===== config.mk =====
export PLATFORM = sky130hd
export DESIGN_NAME = spike_rate_decoder
export DESIGN_NICKNAME = d
export VERILOG_FILES = /design/src/rtl/spike_rate_decoder.sv
export SDC_FILE = /design/constraint.sdc
export NUM_CORES = 1
export LEC_CHECK = 0
export CORE_MARGIN = 8
export CORE_UTILIZATION = 40
export CTS_CLUSTER_SIZE = 24
export DETAILED_ROUTE_END_ITERATION = 6
export PLACE_DENSITY_LB_ADDON = 0.2
export RECOVER_POWER = 100
export SETUP_SLACK_MARGIN = 0.4
export SYNTH_ARGS = -nofsm -noshare
export SYNTH_HDL_FRONTEND = slang
export SYNTH_SLANG_ARGS = --single-unit

===== constraint.sdc =====
create_clock -name clk -period 3 [get_ports clk]
set_clock_uncertainty 0.2 [all_clocks]
set_input_delay 0.9 -clock clk [delete_from_list [all_inputs] [get_ports clk]]
set_output_delay 0.9 -clock clk [all_outputs]
set_load 0.05 [all_outputs]

===== src/rtl/spike_rate_decoder.sv =====
// spike_rate_decoder
//
// Converts the neuron spike line into a rate code and the last inter-spike
// interval. A measurement starts on a start pulse in IDLE. It counts spike
// rising edges over win_len enabled cycles and then presents the result
// with a valid/ack handshake.
//
// Ports:
//   clk        clock
//   rst        synchronous active-high reset
//   ena        global enable; all registers hold while low
//   spike      spike line from the neuron (may stay high for several cycles)
//   start      one-cycle measurement request, honoured only in IDLE
//   win_len    window length in cycles, latched on an accepted start (0 = 2^WINDOW_W)
//   rate       spike edges counted in the last completed window (saturating)
//   isi        cycles between the last two edges of that window, 0 if fewer than two
//   rate_valid result available, held until rate_ack
//   rate_ack   consumer acknowledge
//   busy       high in COUNT and HOLD
//   sat        rate or isi saturated during the reported window
//
// state  | meaning
// -------+---------------------------------------------------------
// IDLE   | waiting for start; last result stays on rate/isi/sat
// COUNT  | measurement window running, window timer counts down
// HOLD   | result valid, waiting for rate_ack

module spike_rate_decoder #(
    parameter int WINDOW_W = 8,
    parameter int CNT_W    = 8
) (
    input  logic                clk,
    input  logic                rst,
    input  logic                ena,
    input  logic                spike,
    input  logic                start,
    input  logic [WINDOW_W-1:0] win_len,
    output logic [CNT_W-1:0]    rate,
    output logic [CNT_W-1:0]    isi,
    output logic                rate_valid,
    input  logic                rate_ack,
    output logic                busy,
    output logic                sat
);

    typedef enum logic [1:0] {
        S_IDLE  = 2'd0,
        S_COUNT = 2'd1,
        S_HOLD  = 2'd2
    } state_t;

    // One extra bit so that a zero length can hold the full 2^WINDOW_W count.
    localparam logic [WINDOW_W:0] WIN_FULL = {1'b1, {WINDOW_W{1'b0}}};
    localparam logic [WINDOW_W:0] WIN_ONE  = {{WINDOW_W{1'b0}}, 1'b1};
    localparam logic [CNT_W-1:0]  CNT_MAX  = '1;
    localparam logic [CNT_W-1:0]  CNT_ONE  = {{(CNT_W-1){1'b0}}, 1'b1};

    state_t state, state_nxt;

    logic                spike_q;
    logic [WINDOW_W:0]   win_cnt;
    logic [CNT_W-1:0]    cnt;
    logic [CNT_W-1:0]    isi_run;
    logic [CNT_W-1:0]    isi_last;
    logic                have_edge;
    logic                sat_r;

    logic                spike_edge;
    logic                win_last;
    logic [WINDOW_W:0]   win_load;
    logic [CNT_W-1:0]    cnt_nxt;
    logic [CNT_W-1:0]    isi_run_nxt;
    logic [CNT_W-1:0]    isi_last_nxt;
    logic                sat_nxt;

    assign spike_edge = spike & ~spike_q;
    assign win_last   = (win_cnt == WIN_ONE);
    assign win_load   = (win_len == '0) ? WIN_FULL : {1'b0, win_len};

    // State register
    always_ff @(posedge clk) begin
        if (rst) begin
            state <= S_IDLE;
        end else if (ena) begin
            state <= state_nxt;
        end
    end

    // Next-state logic
    always_comb begin
        state_nxt = state;
        case (state)
            S_IDLE:  if (start)    state_nxt = S_COUNT;
            S_COUNT: if (win_last) state_nxt = S_HOLD;
            S_HOLD:  if (rate_ack) state_nxt = S_IDLE;
            default:               state_nxt = S_IDLE;
        endcase
    end

    // Output logic: the result is valid exactly while the FSM sits in HOLD.
    always_comb begin
        busy       = 1'b0;
        rate_valid = 1'b0;
        case (state)
            S_COUNT: busy = 1'b1;
            S_HOLD: begin
                busy       = 1'b1;
                rate_valid = 1'b1;
            end
            default: begin
                busy       = 1'b0;
                rate_valid = 1'b0;
            end
        endcase
    end

    // Per-cycle update of the window accumulators. The clear of isi_run on an
    // edge takes priority over its increment.
    always_comb begin
        cnt_nxt      = cnt;
        isi_run_nxt  = isi_run;
        isi_last_nxt = isi_last;
        sat_nxt      = sat_r;
        if (have_edge && (isi_run != CNT_MAX)) begin
            isi_run_nxt = isi_run + CNT_ONE;
        end
        if (spike_edge) begin
            if (cnt == CNT_MAX) begin
                sat_nxt = 1'b1;
            end else begin
                cnt_nxt = cnt + CNT_ONE;
            end
            if (have_edge) begin
                if (isi_run == CNT_MAX) begin
                    isi_last_nxt = CNT_MAX;
                    sat_nxt      = 1'b1;
                end else begin
                    isi_last_nxt = isi_run + CNT_ONE;
                end
                isi_run_nxt = '0;
            end
        end
    end

    // Datapath
    always_ff @(posedge clk) begin
        if (rst) begin
            spike_q   <= 1'b0;
            win_cnt   <= '0;
            cnt       <= '0;
            isi_run   <= '0;
            isi_last  <= '0;
            have_edge <= 1'b0;
            sat_r     <= 1'b0;
            rate      <= '0;
            isi       <= '0;
            sat       <= 1'b0;
        end else if (ena) begin
            spike_q <= spike;
            case (state)
                S_IDLE: begin
                    if (start) begin
                        win_cnt   <= win_load;
                        cnt       <= '0;
                        isi_run   <= '0;
                        isi_last  <= '0;
                        have_edge <= 1'b0;
                        sat_r     <= 1'b0;
                    end
                end
                S_COUNT: begin
                    win_cnt   <= win_cnt - WIN_ONE;
                    cnt       <= cnt_nxt;
                    isi_run   <= isi_run_nxt;
                    isi_last  <= isi_last_nxt;
                    have_edge <= have_edge | spike_edge;
                    sat_r     <= sat_nxt;
                    if (win_last) begin
                        rate <= cnt_nxt;
                        isi  <= isi_last_nxt;
                        sat  <= sat_nxt;
                    end
                end
                default: begin
                end
            endcase
        end
    end

endmodule


After elaboration in Yosys (flattened, before gate mapping)
Index checks and enable logic that the tools add are counted.
Widths: inputs -> output; s select.
- output and inout bits: 19
- register bits: 55
- add/sub/neg operators: 3
- equal/unequal tests: 9
- reductions and logical operators: 8
- bitwise gates (word level): 3
- multiplexer cells: 28
- operators by type and width (operator ; number):
    $mux 8 ; 9
    $pmux 8 s2 ; 3
    $mux 9 ; 2
    $pmux 9 s2 ; 1
    $add 8x1->8 const B ; 2
    $eq 8x8->1 const B ; 2
    $eq 9x1->1 const B ; 1
    $sub 9x1->9 const B ; 1
    $logic_not 8->1 ; 1
    $ne 8x8->1 const B ; 1
    $mux 1 ; 7
    $mux 2 ; 3
    $ne 2x2->1 const B ; 3
    $pmux 2 s3 ; 1
    $reduce_and 3->1 ; 2
    $pmux 1 s2 ; 2
    $reduce_and 4->1 ; 1
    $eq 2x1->1 const B ; 1
    $eq 2x2->1 const B ; 1
    $logic_not 2->1 ; 1
    $reduce_bool 2->1 ; 1
    $reduce_or 2->1 ; 1
    $and 1x1->1 ; 1
    $logic_and 1x1->1 ; 1
    other kinds (2) ; 2

Depth between registers and ports, before layout
Gate-level depths: netlist of the first run.
- depth after elaboration: 6
- depth in mapped cells: 8

Worst setup path before layout of the first run
Ideal clock, no wire load.
- path type: input to register
- start point: input port ena
- end point: register isi_run[2]
- stages on the path: 6
- path buffers: 2
- arrival: 2.153 ns
- path slack: 0.585 ns
- library setup time: 0.062 ns
- data required time: 2.738 ns
- cell sequence: buf_2 -> nand2_2 -> or3_1 -> buf_2 -> or4_1 -> nand3_1
- cells in the longest elaborated chain, start to end: 1
- ends and longest elaborated chain (what ; RTL line ; RTL):
    start: declaration ; 34 ; input logic ena,
    $reduce_and 3->1 (no source line) ; n/a ;
    end signal: assignment ; 174 ; isi_run <= isi_run_nxt;
    end: declaration ; 63 ; logic [CNT_W-1:0] isi_run;
Every way passes these cells.
A chain may end at the register's enable or synchronous reset.

Worst setup path after layout of the first run
- start point: input port start
- end point: register isi_last[7]
- cells in the longest elaborated chain, start to end: 2
- ends and longest elaborated chain (what ; RTL line ; RTL):
    start: declaration ; 36 ; input logic start,
    $ne 2x2->1 (no source line) ; n/a ;
    $reduce_and 3->1 (no source line) ; n/a ;
    end signal: assignment ; 175 ; isi_last <= isi_last_nxt;
    end: declaration ; 64 ; logic [CNT_W-1:0] isi_last;
Every way passes these cells.

==> results of run 1 <==
==> cell families (layout without fill, tap and decap cells) <==
family / count (synthesis) / in the layout / share of synthesized area
simple gates: 142 / 142 / 0.256
compound gates: 114 / 114 / 0.256
flops: 55 / 55 / 0.370
buf+inv: 34 / 67 / 0.0475
fa+ha+maj: 9 / 9 / 0.0378
mux: 6 / 6 / 0.0206
xor+xnor: 4 / 4 / 0.0118
==> tightest hold or removal path, delay by kind of cell, from the launching register on <==
| family | cells | cell delay (ns) |
|---|---|---|
| AO/OA/AOI/OAI | 1 | 0.05 |
| flip-flops | 1 | 0.32 |
| AND/OR/NAND/NOR | 1 | 0.05 |
==> synth_stat cells, drive strengths merged, types with 7 or more instances <==
| cell | number | area [um^2] |
|---|---|---|
| buf | 9 | 47.6 |
| nand2 | 44 | 168 |
| o21ai | 18 | 90.1 |
| dfxtp | 55 | 1100 |
| clkbuf | 17 | 63.8 |
| nand3 | 13 | 65.1 |
| o22ai | 12 | 75.1 |
| a21oi | 27 | 135 |
| nor3 | 8 | 40.0 |
| nor4 | 7 | 50.1 |
| a211oi | 8 | 60.1 |
| nor2 | 23 | 86.3 |
| ha | 9 | 113 |
| inv | 7 | 26.3 |
==> final timing paths <==
check / start / endpoint / slack [ns] / cells past startpoint
worst max-delay path: start / isi_last[7]$_SDFFE_PP0P_ / 0.34 / 6
worst min-delay path: rate[2]$_SDFFE_PP0P_ / rate[2]$_SDFFE_PP0P_ / 0.26 / 2
worst max register to register: state[0]$_SDFFE_PP0P_ / cnt[3]$_SDFFE_PP0P_ / 0.75 / 7
worst min register to register: rate[2]$_SDFFE_PP0P_ / rate[2]$_SDFFE_PP0P_ / 0.26 / 2
==> metal layers <==
metal	GRT usage	routed length [um]	share of wire
met3	0.0272	293	0.038
met5	0	0	0
met1	0.204	3820	0.49
met2	0.249	3600	0.46
met4	0.0406	70	0.0090
==> registers in the layout, indices dropped and copies added (netlist names) <==
signal	cells
isi_run	8
rate	8
spike_q	1
state	2
cnt	8
isi	8
win_cnt	9
sat	1
have_edge	1
sat_r	1
isi_last	8
==> where the power goes <==
part	internal [mW]	switching, mW	total, mW
clock network	0.169	0.250	0.419
registers	0.748	0.0252	0.773
logic	0.106	0.166	0.273
==> cell type report <==
type / instances / area (um^2) / share of cell area
sequential: 55 / 1100 / 0.322
multi-input combinational: 275 / 1720 / 0.504
tap: 99 / 124 / 0.0362
clock buffer: 6 / 72.6 / 0.0212
inverter: 8 / 30.0 / 0.00878
timing repair buffer: 51 / 350 / 0.102
clock inverter: 2 / 17.5 / 0.00512
==> out/metrics.yaml, run 1 <==
path_max_fanout: 7
cp-start-kind: "primary input"
drv_slew: 0
whs_ns: 0.259
drive_gt1_frac: 0.0655
status: "finished, final reports clean"
vdd_drop_max_uv: 251
cts_resized: 2
std_cell_rows: 31
finalWirelength_um: 7790
die_area_um2: 10500
leakage_nw: 1.13
h-tree-depth: 2
arrival_ns: 2.68
grt_pass1_wl_um: 13000
synth.distinct_cells: 59
wire_per_inst_um: 15.7
fin_ws_ns: 0.336
cts_buffers: 5
max_freq_mhz: 375
final_util: 0.474
core_area_um2: 7210
final_cell_mix: "dfxtp_1, nand2_1, a21oi_1, nor2_1, clkbuf_1"
fin_crit_sh: 0.888
nFillCells: 758
vias: 2844
crit_required_ns: 3.01
tns_ns: 0
report.final.hold_viol_count: 0
crit_buf_inv: 2
io_buffers: 32
gp_congestion: 0.904
crit_slowest_cell: "dlygate4sd3_1"
post-place-ws_ns: 0.136
path_cells: "dlygate4sd3_1 > nor2b_1 > or3_1 > clkbuf_1 > o22ai_1 > a32o_1"
async_flop_share: 0
cts_tree: "done"
fin_crit_ns: 2.66
grt_overflow: 0
die_y_um: 102
fin_nets: 419
via_per_inst: 5.73
grt_max_degree: 29
placed_area_um2: 3450
rsz0062_at_grt: "no"
power.total_mw: 1.46
final_cells: 496
grt_pass1_vias: 2739
final_common_cell: "dfxtp_1"
synthCells: 364
cp-end-kind: "flip-flop"
path_delay_family: "buffers and inverters"
cts_hold_buf: 0
dp_hpwl_um: 5810
yosysSeqAreaShare: 0.370
cts_root_buf: "clkbuf_8"
clock_path_buffers: 2
maxCapViolCount: 0
final_area_um2: 3420
die_x_um: 102
relSlewSlack: 0.538
drt_pass1_iterations: 4
postRouteAntennaNets: 0
ys_warn_count: 0
antenna_cells: 0
clk_latency_ns: 0.31
ios: 33
synth_edf_count: 0
synthFlopType: "dfxtp_1"
cts.clk_slew.worst_paths_ns: 0.11
setup_viol: 0
start_util: 0.412
cts_setup_buffers: 0
antenna_found_initial: 0
p_per_area_nw_per_um2: 428
avgSynthCellArea_um2: 8.17
grt_use_total: 0.154
areaGrowthSynthToFinish_pct: 14.9
max_stage_delay_ns: 0.57
synthesis.nets: 387
drtIter0Drc: 184
worstMarginPinSlew_ns: 0.684
criticalPathCategory: "in -> reg"
syn_area_um2: 2980
min_path_type: "reg -> reg"
dp.cells: 488
ys_seq_elements: 55
cts_sinks: 55
drc: 0
Note: power is estimated with default switching activity, not from simulation.
==> run 2, diff against run 1 <==
--- a/config.mk
+++ b/config.mk
@@ -6,7 +6,7 @@
 export NUM_CORES = 1
 export LEC_CHECK = 0
 export CORE_MARGIN = 8
-export CORE_UTILIZATION = 40
+export CORE_UTILIZATION = 55
 export CTS_CLUSTER_SIZE = 24
 export DETAILED_ROUTE_END_ITERATION = 6
 export PLACE_DENSITY_LB_ADDON = 0.2
==> out/metrics.yaml, run 2 (synthesis results as in run 1) <==
h-tree-depth: 2  # unchanged
p_per_area_nw_per_um2: 426  # -0.64%
final_cell_mix: "dfxtp_1, nand2_1, a21oi_1, nor2_1"
cts_buffers: 5  # unchanged
clk_latency_ns: 0.31  # about the same
leakage_nw: 1.18  # +4.0%
areaGrowthSynthToFinish_pct: 16.1
wire_per_inst_um: 16.3  # +4.0%
status: "finished, final reports clean"
power.total_mw: 1.47  # +0.34%
start_util: 0.575  # +0.163
grt_pass1_vias: 2604  # -4.9%
dp_hpwl_um: 5610  # -3.4%
grt_use_total: 0.198  # +0.0447
gp_congestion: 0.916  # +1.3%
maxCapViolCount: 0  # unchanged
setup_viol: 0  # unchanged
std_cell_rows: 26  # -16%
cp-end-kind: "flip-flop"
max_stage_delay_ns: 0.62  # +0.05 ns
final_area_um2: 3450  # +0.99%
antenna_cells: 0  # unchanged
arrival_ns: 2.71  # +0.03 ns
r2r_start: "isi_run[0]$_SDFFE_PP0P_"
cts_root_buf: "clkbuf_8"
report.final.hold_viol_count: 0  # unchanged
final_cells: 470  # -5.2%
fin_crit_ns: 2.70  # +0.0357 ns
drtIter0Drc: 318  # +73%
max_freq_mhz: 370  # -1.3%
drc: 0  # unchanged
antenna_found_initial: 0  # unchanged
fin_ws_ns: 0.300  # -0.0357 ns
cts_sinks: 55  # unchanged
final_common_cell: "dfxtp_1"
grt_max_degree: 28  # -3.4%
grt_overflow: 0  # unchanged
drv_slew: 0  # unchanged
fin_crit_sh: 0.900  # +0.0119
via_per_inst: 6.21  # +8.3%
min_path_type: "reg -> reg"
die_x_um: 89.6  # -12%
path_max_fanout: 27  # +20
cts_tree: "done"
die_area_um2: 8020  # -23%
die_y_um: 89.6  # -12%
largest_register_ff_count: 9  # unchanged
dp.cells: 460  # -5.7%
vdd_drop_max_uv: 251  # about the same
cts.clk_slew.worst_paths_ns: 0.10  # about the same
cp-start-kind: "primary input"
min_from: "rate[2]$_SDFFE_PP0P_"
path_cells: "dlygate4sd3_1 > buf_4 > clkbuf_2 > o22ai_1 > a32o_1"
regMostFlops: "win_cnt"
cts_hold_buf: 0  # unchanged
criticalPathCategory: "in -> reg"
finalWirelength_um: 7670  # -1.5%
rsz0062_at_grt: "yes"
grt_pass1_wl_um: 12500  # -3.8%
core_area_um2: 5170  # -28%
post-place-ws_ns: -0.0498  # -0.186 ns
hold_end: "rate[2]$_SDFFE_PP0P_"
r2r_setup_slack_ns: 0.68  # -0.07 ns
final_util: 0.668  # +0.194
relSlewSlack: 0.569  # +0.0311
vias: 2919  # +2.6%
crit_slowest_cell: "dlygate4sd3_1"
drive_gt1_frac: 0.0825  # +0.0170
r2r_end: "sat_r$_SDFFE_PP0P_"
io_buffers: 32  # unchanged
placed_area_um2: 3430  # -0.47%
min_path_cells: 2  # unchanged
worstMarginPinSlew_ns: 0.646  # -0.0380 ns
postRouteAntennaNets: 0  # unchanged
clock_path_buffers: 2  # unchanged
crit_required_ns: 3.01  # about the same
fin_nets: 422  # +0.72%
r2r_cells: 5  # -2
drt_pass1_iterations: 4  # unchanged
ios: 33  # unchanged
-- run 2: power breakdown --
part / internal, mW / switching, mW
Combinational: 0.109 / 0.175
Sequential: 0.748 / 0.0261
Clock: 0.165 / 0.247
Total: 1.02 / 0.448
-- run 2: what timing repair did --
action / 4_1_cts / 5_1_grt
endpoints found under the setup margin: 10 / 19
buffers inserted: 0 / 2
gates resized for setup: 4 / 17
pin swaps: 0 / 1
-- run 2: critical path: cells and delay by family --
kind,cells,cell delay [ns]
AO/OA/AOI/OAI,2,0.47
buffers and inverters,3,1.33
-- run 2: worst max path at each step --
stage          slack (ns)                  start                  endpoint  depth (start not counted)
6_report             0.30                    rst  isi_last[7]$_SDFFE_PP0P_                          5
5_1_grt              0.20                    rst  isi_last[4]$_SDFFE_PP0P_                          5
4_1_cts              0.40  state[0]$_SDFFE_PP0P_                rate_valid                          3
3_5_place_dp        -0.05                  start  isi_last[3]$_SDFFE_PP0P_                          6
3_3_place_gp        0.004                  start  isi_last[3]$_SDFFE_PP0P_                          6
2_1_floorplan        0.58                    ena   isi_run[2]$_SDFFE_PP0P_                          6
-- run 2: through the flow --
step | hold WS, ns | TNS, ns
3_5_place_dp | 0.243 | -0.134
4_1_cts | 0.257 | 0
5_1_grt | 0.276 | 0
3_3_place_gp | 0.237 | 0
6_report | 0.258 | 0
2_1_floorplan | 0.225 | 0
-- run 2: per-layer routing --
metal / vias up / global-route usage / part of all wire
met5: - / 0 / 0
met4: 0 / 0.0544 / 0.011
met3: 10 / 0.0386 / 0.076
met2: 123 / 0.312 / 0.46
met1: 1353 / 0.267 / 0.46
li1: 1433 / - / -
-- run 2: area by class of cell --
type | count | area [um^2]
Multi-Input combinational cell | 275 | 1740
Fill cell | 462 | 1720
Sequential cell | 55 | 1100
Timing Repair Buffer | 54 | 407
Tap cell | 70 | 87.6
Clock buffer | 5 | 68.8
Inverter | 8 | 33.8
Clock inverter | 3 | 18.8
==> run 3, diff against run 2 <==
--- a/config.mk
+++ b/config.mk
@@ -9,6 +9,7 @@
 export CORE_UTILIZATION = 55
 export CTS_CLUSTER_SIZE = 24
 export DETAILED_ROUTE_END_ITERATION = 6
+export GPL_ROUTABILITY_DRIVEN = 0
 export PLACE_DENSITY_LB_ADDON = 0.2
 export RECOVER_POWER = 100
 export SETUP_SLACK_MARGIN = 0.4
==> out/metrics.yaml, run 3 (synthesis results as in run 1) <==
drive_gt1_frac: 0.0902  # +0.00773
die_x_um: 89.6  # unchanged
fin_nets: 421  # -0.24%
dp.cells: 460  # unchanged
maxCapViolCount: 0  # unchanged
fin_ws_ns: 0.257  # -0.0433 ns
cts.clk_slew.worst_paths_ns: 0.10  # about the same
drtIter0Drc: 266  # -16%
whs_ns: 0.259  # +0.0000800 ns
largest_register_ff_count: 9  # unchanged
power.total_mw: 1.56  # +6.4%
r2r_setup_slack_ns: 0.61  # -0.07 ns
grt_pass1_wl_um: 12600  # +0.66%
nFillCells: 460  # -0.43%
clock_path_buffers: 2  # unchanged
fin_crit_sh: 0.914  # +0.0144
die_y_um: 89.6  # unchanged
cp-start-kind: "primary input"
antenna_cells: 0  # unchanged
vias: 2936  # +0.58%
critPathCapture: "isi_last[7]$_SDFFE_PP0P_"
worstMarginPinSlew_ns: 0.828  # +0.182 ns
final_common_cell: "dfxtp_1"
grt_pass1_vias: 2651  # +1.8%
post-place-ws_ns: -0.101  # -0.0509 ns
min_from: "rate[4]$_SDFFE_PP0P_"
grt_max_degree: 32  # +14%
drt_pass1_iterations: 5  # +1
crit_start: "rst"
ios: 33  # unchanged
cts_hold_buf: 0  # unchanged
cts_buffers: 5  # unchanged
fin_crit_ns: 2.74  # +0.0433 ns
drc: 0  # unchanged
min_path_cells: 2  # unchanged
drv_slew: 0  # unchanged
r2r_end: "cnt[3]$_SDFFE_PP0P_"
rsz0062_at_grt: "no"
criticalPathCategory: "in -> reg"
antenna_found_initial: 0  # unchanged
core_area_um2: 5170  # unchanged
status: "finished, final reports clean"
grt_use_total: 0.202  # +0.00316
cts_sinks: 55  # unchanged
path_max_fanout: 31  # +15%
postRouteAntennaNets: 0  # unchanged
relSlewSlack: 0.441  # -0.128
leakage_nw: 1.16  # -1.5%
setup_viol: 0  # unchanged
cts_tree: "done"
max_freq_mhz: 365  # -1.6%
arrival_ns: 2.76  # +0.05 ns
final_cell_mix: "dfxtp_1, nand2_1, a21oi_1, nor2_1, clkbuf_1"
areaGrowthSynthToFinish_pct: 15.2
final_area_um2: 3430  # -0.76%
start_util: 0.575  # unchanged
vdd_drop_max_uv: 309  # +23%
h-tree-depth: 2  # unchanged
dp_hpwl_um: 5520  # -1.6%
final_cells: 469  # -0.21%
regMostFlops: "win_cnt"
grt_overflow: 0  # unchanged
report.final.hold_viol_count: 0  # unchanged
min_path_type: "reg -> reg"
finalWirelength_um: 7780  # +1.4%
r2r_start: "state[1]$_SDFFE_PP0P_"
via_per_inst: 6.26  # +0.80%
r2r_cells: 7  # +2
std_cell_rows: 26  # unchanged
p_per_area_nw_per_um2: 456  # +7.3%
die_area_um2: 8020  # unchanged
io_buffers: 32  # unchanged
cp-end-kind: "flip-flop"
placed_area_um2: 3420  # -0.36%
crit_required_ns: 3.01  # about the same
clk_latency_ns: 0.31  # about the same
cts_root_buf: "clkbuf_8"
wire_per_inst_um: 16.6  # +1.7%
run 3: changes by cell type in the layout (fill, tap and decap cells not counted), moves of 2 or more:
cell	delta
dlygate4sd3_1	-8
clkbuf_1	+3
clkinv_2	-2
buf_4	+4
run 3: metrics by stage:
| step | utilization | setup TNS [ns] |
|---|---|---|
| 2_1_floorplan | - | 0 |
| 4_1_cts | 0.685 | 0 |
| 3_3_place_gp | 0.661 | -0.171 |
| 6_report | 0.663 | 0 |
| 3_5_place_dp | 0.661 | -0.358 |
| 5_1_grt | 0.663 | 0 |
run 3: what timing repair did:
item	in CTS	in global routing
setup endpoints to repair	15	22
pin swaps	0	1
resized for setup	5	21
buffers inserted	0	1
run 3: routing by layer:
metal | share of wire | vias up | track usage
met4 | 0.015 | 0 | 0.0634
met1 | 0.45 | 1376 | 0.258
met3 | 0.070 | 11 | 0.0496
met2 | 0.46 | 108 | 0.322
li1 | - | 1441 | -
met5 | 0 | - | 0
run 3: how the worst min path moves through the flow:
stage | to | slack, ns
4_1_cts | rate[7]$_SDFFE_PP0P_ | 0.26
6_report | rate[4]$_SDFFE_PP0P_ | 0.26
3_5_place_dp | rate[7]$_SDFFE_PP0P_ | 0.25
2_1_floorplan | isi_last[0]$_SDFFE_PP0P_ | 0.23
5_1_grt | rate[7]$_SDFFE_PP0P_ | 0.28
3_3_place_gp | isi_last[0]$_SDFFE_PP0P_ | 0.24
run 3: worst max-delay path: stages:
cell and delay [ns]:
dlygate4sd3_1 0.61, buf_4 0.17, clkbuf_2 0.56, o22ai_1 0.25, a32o_1 0.25
run 3: where the power goes:
part	internal, mW	leakage [nW]	switching (mW)
Sequential	0.748	0.444	0.0258
Clock	0.252	0.0548	0.254
Combinational	0.111	0.658	0.174
Total	1.11	1.16	0.453
run 3: final cells by class:
class,count,area [um^2],area share
multi-input cells,275,1740,0.506
flip-flops and latches,55,1100,0.321
repair buffers,53,358,0.104
well taps,70,87.6,0.0256
clock buffers,5,68.8,0.0201
clock inverters,3,46.3,0.0135
inverters,8,30.0,0.00876
